**src/rtl/dmem_arbiter.sv**
```systemverilog
// Shares a single-port, synchronous-read data memory between the CPU load/store
// path (fixed priority) and a host/debug port whose wait is bounded by a CPU streak limit.
module dmem_arbiter #(
    parameter int ADDR_W       = 16,
    parameter int DATA_W       = 16,
    parameter int STARVE_LIMIT = 4
) (
    input  logic              clock,
    input  logic              reset,
    input  logic              cpu_req,
    input  logic              cpu_we,
    input  logic [ADDR_W-1:0] cpu_addr,
    input  logic [DATA_W-1:0] cpu_wdata,
    output logic              cpu_ack,
    output logic [DATA_W-1:0] cpu_rdata,
    input  logic              host_req,
    input  logic              host_we,
    input  logic [ADDR_W-1:0] host_addr,
    input  logic [DATA_W-1:0] host_wdata,
    output logic              host_ack,
    output logic [DATA_W-1:0] host_rdata,
    output logic [ADDR_W-1:0] mem_addr,
    output logic [DATA_W-1:0] mem_data,
    output logic              mem_wren,
    input  logic [DATA_W-1:0] mem_q,
    output logic              busy,
    output logic              owner
);
    typedef enum logic [1:0] {
        IDLE  = 2'd0,
        ISSUE = 2'd1,
        WAIT  = 2'd2,
        DONE  = 2'd3
    } state_t;

    localparam logic [3:0] LIMIT = 4'(STARVE_LIMIT);

    state_t              state_r;
    state_t              next_state_s;
    logic                owner_r;
    logic                we_r;
    logic [ADDR_W-1:0]   addr_r;
    logic [DATA_W-1:0]   wdata_r;
    logic [DATA_W-1:0]   cpu_rdata_r;
    logic [DATA_W-1:0]   host_rdata_r;
    logic [3:0]          streak_r;
    logic                any_req_s;
    logic                host_wins_s;

    // The host only beats a pending CPU request once the CPU streak hits the limit.
    assign any_req_s   = cpu_req | host_req;
    assign host_wins_s = host_req & (~cpu_req | (streak_r == LIMIT));

    // State register.
    always_ff @(posedge clock) begin
        if (reset) begin
            state_r <= IDLE;
        end else begin
            state_r <= next_state_s;
        end
    end

    // Next-state logic: a fixed four-cycle access once a request is accepted.
    always_comb begin
        next_state_s = state_r;
        case (state_r)
            IDLE: begin
                if (any_req_s) begin
                    next_state_s = ISSUE;
                end else begin
                    next_state_s = IDLE;
                end
            end
            ISSUE:   next_state_s = WAIT;
            WAIT:    next_state_s = DONE;
            DONE:    next_state_s = IDLE;
            default: next_state_s = IDLE;
        endcase
    end

    // Output decode from the registered state only, so no request reaches a memory pin.
    always_comb begin
        mem_wren = 1'b0;
        cpu_ack  = 1'b0;
        host_ack = 1'b0;
        busy     = 1'b1;
        case (state_r)
            IDLE:  busy     = 1'b0;
            ISSUE: mem_wren = we_r;
            WAIT:  mem_wren = 1'b0;
            DONE: begin
                cpu_ack  = ~owner_r;
                host_ack = owner_r;
            end
            default: busy = 1'b0;
        endcase
    end

    // Latch the winning request; these registers also drive the memory pins.
    always_ff @(posedge clock) begin
        if (reset) begin
            owner_r <= 1'b0;
            we_r    <= 1'b0;
            addr_r  <= '0;
            wdata_r <= '0;
        end else if ((state_r == IDLE) && any_req_s) begin
            owner_r <= host_wins_s;
            we_r    <= host_wins_s ? host_we    : cpu_we;
            addr_r  <= host_wins_s ? host_addr  : cpu_addr;
            wdata_r <= host_wins_s ? host_wdata : cpu_wdata;
        end
    end

    // CPU streak: counts CPU grants taken while the host waits, saturating at the limit.
    always_ff @(posedge clock) begin
        if (reset) begin
            streak_r <= 4'd0;
        end else if (state_r == IDLE) begin
            if (host_wins_s) begin
                streak_r <= 4'd0;
            end else if (cpu_req && host_req && (streak_r != LIMIT)) begin
                streak_r <= streak_r + 4'd1;
            end else if (!host_req) begin
                streak_r <= 4'd0;
            end
        end
    end

    // Read data lands in the owner's register at the end of WAIT; writes leave it alone.
    always_ff @(posedge clock) begin
        if (reset) begin
            cpu_rdata_r  <= '0;
            host_rdata_r <= '0;
        end else if ((state_r == WAIT) && !we_r) begin
            if (owner_r) begin
                host_rdata_r <= mem_q;
            end else begin
                cpu_rdata_r <= mem_q;
            end
        end
    end

    assign mem_addr   = addr_r;
    assign mem_data   = wdata_r;
    assign owner      = owner_r;
    assign cpu_rdata  = cpu_rdata_r;
    assign host_rdata = host_rdata_r;

endmodule

```
**config.mk**
```make
export PLATFORM = sky130hd
export DESIGN_NAME = dmem_arbiter
export DESIGN_NICKNAME = d
export VERILOG_FILES = /design/src/rtl/dmem_arbiter.sv
export SDC_FILE = /design/constraint.sdc
export NUM_CORES = 1
export LEC_CHECK = 0
export ABC_AREA = 1
export CAP_MARGIN = 20
export CORE_MARGIN = 4
export CORE_UTILIZATION = 41
export DETAILED_ROUTE_END_ITERATION = 10
export GPL_TIMING_DRIVEN = 0
export PLACE_DENSITY_LB_ADDON = 0.1
export SYNTH_ARGS = -nofsm -noshare
export SYNTH_HDL_FRONTEND = slang
export SYNTH_SLANG_ARGS = --single-unit
export TNS_END_PERCENT = 20
```
**constraint.sdc**
```tcl
create_clock -name clock -period 1.8 [get_ports clock]
set_clock_uncertainty 0.15 [all_clocks]
set_input_delay 0.27 -clock clock [delete_from_list [all_inputs] [get_ports clock]]
set_output_delay 0.27 -clock clock [all_outputs]
set_load 0.02 [all_outputs]
```
# ---- Yosys cells after proc, flatten, opt, wreduce, memory -nomap -nowiden
# Cells that the tools add are included.
dict set report word_totals {
  ff_bits 72
  wordCells 41
}
dict set report classes {
  n_reduce_logical 9
  mux 12
  add_sub_neg 1
  n_eq_ne 6
  bitwise 5
}
# cell count
set ops {}
lappend ops {{$mux 16} 2}
lappend ops {{$mux 4} 3}
lappend ops {{$pmux 2 s4} 1}
lappend ops {{$mux 1} 6}
lappend ops {{$reduce_and 2->1} 3}
lappend ops {{$add 4x1->4 const B} 1}
lappend ops {{$eq 2x2->1 const B} 2}
lappend ops {{$eq 4x3->1 const B} 1}
lappend ops {{$logic_and 1x1->1} 4}
lappend ops {{$ne 4x3->1 const B} 1}
lappend ops {{$ne 3x1->1 const B} 1}
lappend ops {{$eq 2x1->1 const B} 1}
lappend ops {{$logic_not 2->1} 1}
lappend ops {{$not 1->1} 2}
lappend ops {{$or 1x1->1} 2}
lappend ops {{$and 1x1->1} 1}
lappend ops {{$logic_not 1->1} 1}

# ---- Longest topological paths before layout
# Gate-level depths: netlist of run 1.
dict set report depth {
  depth_word 5
  mapped_depth 10
  depth_no_buf 9
}

# ---- Least setup slack after synthesis of run 1
# No wires, ideal clock.
dict set report synth_path {
  kind {register to register}
  from {reg state_r[0]}
  to {reg addr_r[0] (netlist: mem_addr[0])}
  path_slack_ns 0.309
  n_path_buf 2
  setup_ns 0.109
  arrival_time_ns 1.233
  t_required_ns 1.541
  stages_incl_launch_ff 11
  cell_sequence {dfxtp_1 > inv_1 > ha_1 > o21ai_4 > inv_2 > buf_6 > buf_6 > nor2_2 > nor2_1 > nand2_1 > inv_1}
}
dict set report synth_via {
  elab_chain_len 2
}
# element line
set synth_rtl {}
lappend synth_rtl {{from (decl)} 38} ;# state_t state_r;
lappend synth_rtl {{from (signal assigned)} 59} ;# state_r <= next_state_s;
lappend synth_rtl {{$logic_not 2->1} 106} ;# end else if ((state_r == IDLE) && any_req_s) begin
lappend synth_rtl {{$logic_and 1x1->1} 106}
lappend synth_rtl {{to (signal assigned)} 109} ;# addr_r <= host_wins_s ? host_addr : cpu_addr;
lappend synth_rtl {{to (decl)} 42} ;# logic [ADDR_W-1:0] addr_r;
# Every way passes these cells.
# A chain may end at the register's enable or synchronous reset.

# ---- Final worst setup path of run 1
dict set report layout_path {
  from {reg addr_r[15] (netlist: mem_addr[15])}
  to {out mem_addr[15]}
}
# element line
set layout_lines {}
lappend layout_lines {{to (decl)} 22} ;# output logic [ADDR_W-1:0] mem_addr,
# No word-level cell between the ends.

==> results.sh, run 1 <==
export IMPL_grt_ovfl_total=0
export IMPL_die_w_um=98.2
export IMPL_grt_pass1_vias=3505
export IMPL_drive_gt1_share_pct=10.9
export IMPL_cts_tree="done"
export IMPL_ios=155
export IMPL_worstPathArrival_ns=1.33
export IMPL_cp_cell_sequence="clkdlybuf4s50_1"
export IMPL_finalHoldViolCount=0
export IMPL_worst_ep_required_time_ns=1.38
export IMPL_synth_warnings=0
export IMPL_dp_hpwl_mm=7.60
export IMPL_viasPerCell=4.73
export IMPL_die_height_um=98.2
export IMPL_portBuffers=152
export IMPL_diodes=0
export IMPL_max_stage_delay_ns=0.63
export IMPL_finalCritPeriodShare_pct=97.5
export IMPL_hp_class="input port to flop"
export IMPL_grt_pass1_wl_mm=16.0
export IMPL_wl_mm=9.65
export IMPL_ctsResizeCount=11
export IMPL_num_nets_final=732
export IMPL_vias=3529
export IMPL_yosysUniqueCellTypes=21
export IMPL_layout_cells_non_filler=746
export IMPL_synth_top_area_share_pct=43.2
export IMPL_netlist_instances=476
export IMPL_worst_slew_pin_slew_ns=0.475
export IMPL_postCtsSetupBuffers=0
export IMPL_min_period_ns=1.75
export IMPL_grt_max_degree=16
export IMPL_dp_cells=730
export IMPL_hold_path_startpoint="host_req"
export IMPL_vdd_drop_max_v=0.000440
export IMPL_cts_root_buf="clkbuf_8"
export IMPL_critPathBufInv=1
export IMPL_core_area_um2=7810
export IMPL_worst_slack_ns=0.0456
export IMPL_yosys_register_bits=72
export IMPL_dr_pass1_iters=4
export IMPL_crit_path_start_kind="flop"
export IMPL_hold_buffers=0
export IMPL_rows=32
export IMPL_synth_area_per_cell_um2=7.00
export IMPL_post_dp_cell_area_um2=4980
export IMPL_htreeDepth=3
export IMPL_synth_area_top_cells="dfxtp_1 (43%), nand3_1 (11%), inv_1 (8.7%), nand2_1 (8.2%), nor2_1 (5.6%)"
export IMPL_cp_max_fo=2
export IMPL_relSlewSlack_pct=68.3
export IMPL_r2r_start="streak_r[0]$_SDFFE_PP0P_"
export IMPL_dieArea_um2=9640
export IMPL_final_max_slew_viol_count=0
export IMPL_crit_start="mem_addr[15]$_SDFFE_PP0P_"
export IMPL_worst_setup_path_type="flop to output port"
export IMPL_end_kind="output port"
export IMPL_slowest_stage="clkdlybuf4s50_1"
export IMPL_seq_area_frac_synth_pct=43.2
export IMPL_cellLeakagePower_nw=2.45
export IMPL_numCtsBuffers=9
export IMPL_clk_pin_slew_ns=0.08
export IMPL_status="finished clean"
export IMPL_setup_violations=0
export IMPL_area_delta_synth_final_pct=56.2
export IMPL_finalPower_mw=4.95
export IMPL_final_common_cell="clkdlybuf4s50_1"
export IMPL_synth_top_area_cell="dfxtp_1"
export IMPL_first_iter_violations=96
export IMPL_grt_use_total_pct=20.1
export IMPL_antenna_found_initial=0
export IMPL_insertion_delay_ns=0.35
export IMPL_synth_fp_nets=569
export IMPL_gp_congestion=0.801
export IMPL_holdWs_ns=0.144
export IMPL_rrSetupSlack_ns=0.13
export IMPL_start_util_pct=42.7
export IMPL_power_density_nw_per_um2=951
export IMPL_finish_instance_area_um2=5210
export IMPL_numClockSinks=72
export IMPL_cap_violations=0
export IMPL_drc=0
export IMPL_fmax_ghz=0.570
export IMPL_critPathTopFamily="buffers and inverters"
export IMPL_cts_path_max_buffers=2
export IMPL_place_ws_ns=-0.119
export IMPL_final_cell_mix="clkdlybuf4s50_1 (137), inv_1 (77), nand2_1 (73)"
export IMPL_netlist_area_um2=3330
export IMPL_drtAntennaViolNets=0
export IMPL_detail_route_wl_per_cell_um=12.9
kinds of logic after synthesis:
group	Yosys count	share of synthesized area, %
AOI/OAI and AO/OA	68	10.5
xor gates and xnor gates	3	0.788
buffers and inverters	108	13.6
adders and majority gates	7	2.63
muxes	1	0.300
and+or+nand+nor	217	28.9
DFF	72	43.2
sequential cells by signal, indices dropped and copies added (netlist names):
signal and flops:
state_r 2, mem_addr 16, we_r 1, host_rdata 16
streak_r 4, mem_data 16, cpu_rdata 16, owner 1
layer usage:
layer / track usage [%] / vias to the layer above / share of wire (%)
met4: 5.67 / 0 / 1.2
met3: 7.43 / 10 / 8.4
li1: - / 1799 / -
met1: 23.0 / 1610 / 41
met2: 35.1 / 110 / 49
met5: 0 / - / 0
area by class of cell:
class                   count  area, µm²
multi-input cells         296       1450
flip-flops and latches     72       1450
plain buffers              30        180
clock buffers               9        124
well taps                 102        128
clock inverters             7       61.3
fillers                   718       2600
inverters                  78        293
repair buffers            152       1530
cell usage after synthesis, drive strengths merged:
library cell  number
nand3b             1
dfxtp             72
buf               19
nor2              70
nand4              1
clkbuf            11
nand3             70
inv               78
mux2i              1
o21ai             33
xnor2              1
a21oi             35
nand2             75
ha                 7
xor2               2
per-stage QoR:
step / utilization [%] / TNS [ns]
after floorplan: - / 0
after global placement: 63.8 / -1.00
after detailed placement: 63.8 / -1.52
after CTS: 66.2 / 0
after global routing: 66.7 / -0.00523
final: 66.7 / 0
worst reg2reg max path, cell delays in order, from the launching register on:
cell      delay (ns)
dfxtp_2         0.37
inv_1           0.05
ha_1            0.18
nand3_1         0.14
nand2_4         0.12
clkbuf_4        0.21
nand3_1         0.09
nand3_1         0.14
nand2_1         0.09
inv_1           0.04
report_power, final:
group | total (mW) | internal (mW) | switching [mW]
logic | 1.79 | 0.838 | 0.947
clock network | 1.21 | 0.526 | 0.685
registers | 1.96 | 1.82 | 0.136
final timing paths:
| check | endpoint | cells past startpoint |
|---|---|---|
| worst max-delay path | mem_addr[15] | 1 |
| worst min-delay path | state_r[0]$_SDFF_PP0_ | 3 |
| worst max register to register | we_r$_SDFFE_PP0P_ | 9 |
| worst min register to register | cpu_rdata[11]$_SDFFE_PP0P_ | 2 |
Note: power is estimated with default switching activity, not from simulation.
==> inputs of run 2 (changes only) <==
--- a/config.mk
+++ b/config.mk
@@ -5,12 +5,12 @@
 export SDC_FILE = /design/constraint.sdc
 export NUM_CORES = 1
 export LEC_CHECK = 0
-export ABC_AREA = 1
 export CAP_MARGIN = 20
-export CORE_MARGIN = 4
+export CORE_MARGIN = 10
 export CORE_UTILIZATION = 41
 export DETAILED_ROUTE_END_ITERATION = 10
 export GPL_TIMING_DRIVEN = 0
+export MAX_ROUTING_LAYER = met4
 export PLACE_DENSITY_LB_ADDON = 0.1
 export SYNTH_ARGS = -nofsm -noshare
 export SYNTH_HDL_FRONTEND = slang
==> run 2 against run 1 <==
Synthesized area is 0.11% lower. Total power down 2.7%. Clock power is 6% higher. Worst hold slack improved by 0.034 ns. Via count down 6.3%. Sequential cell count stayed put.
==> results.sh, run 2 <==
export IMPL_seq_area_frac_synth_pct=43.3
export IMPL_grt_pass1_vias=3329
export IMPL_grt_pass1_wl_mm=16.9
export IMPL_wl_mm=11.2
export IMPL_end_kind="output port"
export IMPL_r2r_start="streak_r[0]$_SDFFE_PP0P_"
export IMPL_gp_congestion=0.764
export IMPL_vdd_drop_max_v=0.000360
export IMPL_antenna_found_initial=0
export IMPL_cts_root_buf="clkbuf_8"
export IMPL_num_nets_final=635
export IMPL_power_share_clock_pct=26.6
export IMPL_worst_slack_ns=0.0509
export IMPL_p_sw_mw=1.60
export IMPL_dp_hpwl_mm=8.58
export IMPL_critPathBufInv=1
export IMPL_r2r_cells=6
export IMPL_setup_violations=0
export IMPL_relSlewSlack_pct=51.2
export IMPL_area_delta_synth_final_pct=58.7
export IMPL_pwr_share_seq_pct=39.6
export IMPL_grt_use_total_pct=18.3
export IMPL_viasPerCell=5.09
export IMPL_place_ws_ns=-0.351
export IMPL_grt_max_degree=17
export IMPL_fmax_ghz=0.572
export IMPL_final_cell_mix="clkdlybuf4s50_1 (146), dfxtp_1 (67), nand2_1 (65)"
export IMPL_crit_start="host_rdata[3]$_SDFFE_PP0P_"
export IMPL_finish_instance_area_um2=5280
export IMPL_drtAntennaViolNets=0
export IMPL_vias=3305
export IMPL_ys_top_cells_by_count="dfxtp_1 (72), nand2_1 (65), a21oi_1 (34), nor2_1 (34), nand3_1 (33)"
export IMPL_detail_route_wl_per_cell_um=17.3
export IMPL_die_height_um=110
export IMPL_drive_gt1_share_pct=14.3
export IMPL_first_iter_violations=111
export IMPL_insertion_delay_ns=0.35
export IMPL_synth_most_common_cell="dfxtp_1"
export IMPL_die_w_um=110
export IMPL_rsz0062_at_grt="yes"
export IMPL_grt_ovfl_total=0
export IMPL_netlist_area_um2=3330
export IMPL_worst_slew_pin_slew_ns=0.733
export IMPL_synth_edf_count=0
export IMPL_synth_fp_nets=469
export IMPL_start_util_pct=42.6
export IMPL_dr_pass1_iters=4
export IMPL_slowest_stage="clkdlybuf4s50_1"
export IMPL_netlist_instances=376
export IMPL_clk_pin_slew_ns=0.08
export IMPL_cp_cell_sequence="clkdlybuf4s50_1"
export IMPL_endpoint="host_rdata[3]"
export IMPL_rrSetupSlack_ns=0.07
export IMPL_cts_tree="done"
export IMPL_worst_setup_path_type="flop to output port"
export IMPL_crit_path_start_kind="flop"
export IMPL_drc=0
export IMPL_swShare_pct=33.1
export IMPL_worst_ep_required_time_ns=1.38
export IMPL_hp_class="input port to flop"
export IMPL_yosysUniqueCellTypes=32
export IMPL_numClockSinks=72
export IMPL_cp_depth=1
export IMPL_synth_top_area_cell="dfxtp_1"
export IMPL_cp_max_fo=2
export IMPL_yosys_register_bits=72
export IMPL_portBuffers=153
export IMPL_htreeDepth=3
export IMPL_combPwrFrac_pct=33.7
export IMPL_cts_path_max_buffers=2
export IMPL_power_density_nw_per_um2=913
export IMPL_cap_violations=0
export IMPL_final_common_cell="clkdlybuf4s50_1"
export IMPL_ios=155
export IMPL_synth_top_area_share_pct=43.3
export IMPL_synth_area_per_cell_um2=8.85
export IMPL_synth_area_top_cells="dfxtp_1 (43%), a21bo_1 (8.7%), nand2_1 (7.3%), a311oi_1 (5.8%), a21oi_1 (5.1%)"
export IMPL_max_stage_delay_ns=0.65
export IMPL_core_area_um2=7810
export IMPL_rr_endpoint="mem_addr[8]$_SDFFE_PP0P_"
export IMPL_rows=32
export IMPL_synthArstFlopShare_pct=0
export IMPL_internal_power_mw=3.23
export IMPL_dieArea_um2=12100
export IMPL_diodes=0
export IMPL_finalHoldViolCount=0
export IMPL_status="finished clean"
export IMPL_synthFlopType="dfxtp_1"
export IMPL_synth_warnings=0
export IMPL_critPathTopFamily="buffers and inverters"
export IMPL_numCtsBuffers=9
export IMPL_min_period_ns=1.75
export IMPL_worstPathArrival_ns=1.33
export IMPL_post_dp_cell_area_um2=4990
export IMPL_final_max_slew_viol_count=0
export IMPL_cellLeakagePower_nw=2.03
export IMPL_finalCritPeriodShare_pct=97.2
==> run 2: cell types whose count changed after synthesis, sizes merged, moves of 4 or more <==
cell    before  now
a21bo        0   33
a311oi       0   33
inv         78    6
nand2       75   65
nand3       70   33
nor2        70   34
nor3         0    4
o21ai       33    0
==> run 2: power by group through the flow <==
| stage | combinational, mW | sequential [mW] | clock [mW] |
|---|---|---|---|
| after CTS | 1.59 | 1.90 | 1.30 |
| after floorplan | 0.628 | 2.14 | 0 |
| final | 1.63 | 1.91 | 1.28 |
| after detailed placement | 1.58 | 1.94 | 0 |
| after global routing | 1.76 | 1.94 | 1.37 |
| after global placement | 1.56 | 1.93 | 0 |
==> run 2: stage by stage <==
stage	hold WS (ns)	cells	utilization, %	total power [mW]	TNS, ns
2_1_floorplan	0.256	376	-	2.77	0
3_3_place_gp	0.292	631	63.9	3.48	-8.48
3_5_place_dp	0.297	631	63.9	3.52	-10.88
4_1_cts	0.190	646	66.5	4.80	0
5_1_grt	0.218	649	67.7	5.07	-0.0485
6_report	0.177	649	67.7	4.82	0
==> run 2: routing by layer <==
layer	vias to the layer above	global-route usage [%]	share of wire, %
li1	1649	-	-
met1	1534	20.3	40
met2	108	30.4	50
met3	14	6.44	9.1
met4	0	5.87	1.2
met5	-	-	0
==> run 2: worst min-delay path by stage <==
stage,slack [ns],start,endpoint,cells after the start
after floorplan,0.26,mem_q[10],cpu_rdata[10]$_SDFFE_PP0P_,2
after global placement,0.29,host_rdata[14]$_SDFFE_PP0P_,host_rdata[14]$_SDFFE_PP0P_,2
after detailed placement,0.30,host_rdata[13]$_SDFFE_PP0P_,host_rdata[13]$_SDFFE_PP0P_,2
after CTS,0.19,reset,state_r[1]$_SDFF_PP0_,2
after global routing,0.22,reset,state_r[1]$_SDFF_PP0_,2
final,0.18,reset,state_r[1]$_SDFF_PP0_,2
==> run 2: cell type report <==
type	instances	area (µm²)
Tap cell	102	128
Clock inverter	7	71.3
Fill cell	685	2520
Timing Repair Buffer	156	1540
Sequential cell	72	1450
Buffer	34	211
Clock buffer	9	124
Inverter	6	22.5
Multi-Input combinational cell	263	1740
==> run 2: kinds of logic after synthesis <==
| logic type | after synthesis | synth area share, % |
|---|---|---|
| xor+xnor | 3 | 0.789 |
| flops | 72 | 43.3 |
| buf+inv | 41 | 6.46 |
| simple gates | 149 | 20.1 |
| compound gates | 103 | 26.4 |
| fa+ha+maj | 7 | 2.63 |
| mux | 1 | 0.301 |
==> run 2: what timing repair did <==
| item | in CTS | in global routing |
|---|---|---|
| hold buffers | 0 | 0 |
| setup endpoints to repair | 54 | 65 |
| gates cloned | 0 | 2 |
| resized for setup | 20 | 27 |
| buffers inserted | 0 | 1 |
| pin swaps | 1 | 1 |
==> inputs of run 3 (changes only) <==
--- a/config.mk
+++ b/config.mk
@@ -7,11 +7,12 @@
 export LEC_CHECK = 0
 export CAP_MARGIN = 20
 export CORE_MARGIN = 10
-export CORE_UTILIZATION = 41
+export CORE_UTILIZATION = 25
 export DETAILED_ROUTE_END_ITERATION = 10
 export GPL_TIMING_DRIVEN = 0
+export HOLD_SLACK_MARGIN = 0.05
 export MAX_ROUTING_LAYER = met4
-export PLACE_DENSITY_LB_ADDON = 0.1
+export PLACE_DENSITY = 0.51
 export SYNTH_ARGS = -nofsm -noshare
 export SYNTH_HDL_FRONTEND = slang
 export SYNTH_SLANG_ARGS = --single-unit
==> run 3 against run 2 <==
Wire length increased by 11%. Design area increased by 5.5%. Clock power increased by 40%. Final cell count increased by 12%. First-iteration DRC count increased by 9.9%. Sequential power about the same. Core utilization decreased by 25 points. Setup slack got worse by 0.024 ns. Die area increased by 51%. Global-route usage decreased by 4.8 points. Sequential cell count unchanged. Combinational power about the same.
==> results.sh, run 3 (synthesized netlist as in run 2, its figures left out) <==
export IMPL_fmax_ghz=0.564
export IMPL_r2r_start="streak_r[0]$_SDFFE_PP0P_"
export IMPL_hp_class="input port to flop"
export IMPL_grt_max_degree=14
export IMPL_cp_max_fo=3
export IMPL_status="finished clean"
export IMPL_min_period_ns=1.77
export IMPL_dp_hpwl_mm=9.60
export IMPL_dp_cells=705
export IMPL_finalPower_mw=5.36
export IMPL_finalCritPeriodShare_pct=98.5
export IMPL_die_w_um=135
export IMPL_worst_ep_required_time_ns=1.38
export IMPL_grt_pass1_wl_mm=18.8
export IMPL_final_max_slew_viol_count=0
export IMPL_htreeDepth=3
export IMPL_place_ws_ns=-0.346
export IMPL_num_nets_final=637
export IMPL_final_common_cell="clkdlybuf4s50_1"
export IMPL_core_area_um2=13100
export IMPL_final_cell_mix="clkdlybuf4s50_1 (147), dfxtp_1 (67), nand2_1 (65)"
export IMPL_grt_ovfl_total=0
export IMPL_ios=155
export IMPL_drc=0
export IMPL_tns_ns=0
export IMPL_utilization_pct=42.4
export IMPL_drtAntennaViolNets=0
export IMPL_fillerInstances=1349
export IMPL_rows=42
export IMPL_viasPerCell=4.59
export IMPL_numCtsBuffers=9
export IMPL_vdd_drop_max_v=0.000472
export IMPL_first_iter_violations=122
export IMPL_insertion_delay_ns=0.34
export IMPL_crit_start="state_r[0]$_SDFF_PP0_"
export IMPL_numClockSinks=72
export IMPL_rrSetupSlack_ns=0.06
export IMPL_cts_tree="done"
export IMPL_end_kind="output port"
export IMPL_power_density_nw_per_um2=962
export IMPL_crit_path_start_kind="flop"
export IMPL_rr_endpoint="mem_data[7]$_SDFFE_PP0P_"
export IMPL_clk_pin_slew_ns=0.06
export IMPL_cap_violations=0
export IMPL_portBuffers=153
export IMPL_worstPathArrival_ns=1.35
export IMPL_cellLeakagePower_nw=2.11
export IMPL_cts_root_buf="clkbuf_16"
export IMPL_regArea_um2=1450
export IMPL_antenna_found_initial=1
export IMPL_start_util_pct=25.3
export IMPL_layout_cells_non_filler=726
export IMPL_grt_pass1_vias=3426
export IMPL_gp_congestion=0.825
export IMPL_drive_gt1_share_pct=15.3
export IMPL_area_delta_synth_final_pct=67.4
export IMPL_rsz0062_at_grt="yes"
export IMPL_dieArea_um2=18300
export IMPL_vias=3330
export IMPL_r2r_cells=6
export IMPL_endpoint="host_ack"
export IMPL_multiInputGateArea_um2=1750
export IMPL_grt_use_total_pct=13.5
export IMPL_die_height_um=135
export IMPL_detail_route_wl_per_cell_um=17.1
export IMPL_cts_path_max_buffers=2
export IMPL_worst_slack_ns=0.0267
export IMPL_hold_buffers=0
export IMPL_relSlewSlack_pct=51.7
export IMPL_worst_setup_path_type="flop to output port"
export IMPL_dr_pass1_iters=4
export IMPL_finalHoldViolCount=0
export IMPL_wl_mm=12.4
export IMPL_worst_slew_pin_slew_ns=0.724
export IMPL_setup_violations=0
run 3: metal layers:
| metal | GRT usage [%] | share of wire [%] | vias up | routed length [µm] |
|---|---|---|---|---|
| met5 | - | 0 | - | 0 |
| met4 | 4.67 | 1.5 | 0 | 184 |
| met3 | 6.68 | 11 | 14 | 1360 |
| met2 | 20.2 | 44 | 134 | 5480 |
| met1 | 15.4 | 44 | 1516 | 5420 |
| li1 | - | - | 1666 | - |
run 3: where the power goes:
| group | switching, mW | internal (mW) |
|---|---|---|
| logic | 0.851 | 0.801 |
| registers | 0.125 | 1.80 |
| clock network | 0.718 | 1.07 |
run 3: repair_timing:
action | CTS | global route
cloned | 0 | 3
pin swaps | 0 | 7
buffers inserted | 0 | 1
endpoints found under the setup margin | 53 | 59
gates resized for setup | 22 | 40
run 3: worst min path at each step:
| stage | start | end | slack (ns) | cells after the start |
|---|---|---|---|---|
| floorplan | mem_q[10] | cpu_rdata[10]$_SDFFE_PP0P_ | 0.26 | 2 |
| global placement | host_rdata[11]$_SDFFE_PP0P_ | host_rdata[11]$_SDFFE_PP0P_ | 0.29 | 2 |
| detailed placement | host_rdata[13]$_SDFFE_PP0P_ | host_rdata[13]$_SDFFE_PP0P_ | 0.30 | 2 |
| CTS | reset | state_r[1]$_SDFF_PP0_ | 0.23 | 2 |
| global route | reset | state_r[1]$_SDFF_PP0_ | 0.26 | 2 |
| finish | reset | state_r[1]$_SDFF_PP0_ | 0.22 | 2 |
run 3: area by class of cell:
class,instances,share of cell area [%]
repair buffers,157,28.3
well taps,176,3.95
diodes,1,0.0449
clock buffers,9,4.04
multi-input cells,263,31.3
inverters,6,0.404
plain buffers,35,4.60
clock inverters,7,1.30
flip-flops and latches,72,26.0
run 3: through the flow:
step	cell area [µm²]	hold WS [ns]
6_report	5570	0.215
5_1_grt	5570	0.261
4_1_cts	5400	0.229
3_5_place_dp	5080	0.298
3_3_place_gp	5080	0.292
2_1_floorplan	3330	0.256
run 3: critical path, cell delays in order (launching register included):
cell           delay (ns)
dfxtp_2              0.33
ha_1                 0.20
and2_1               0.16
dlygate4sd2_1        0.33
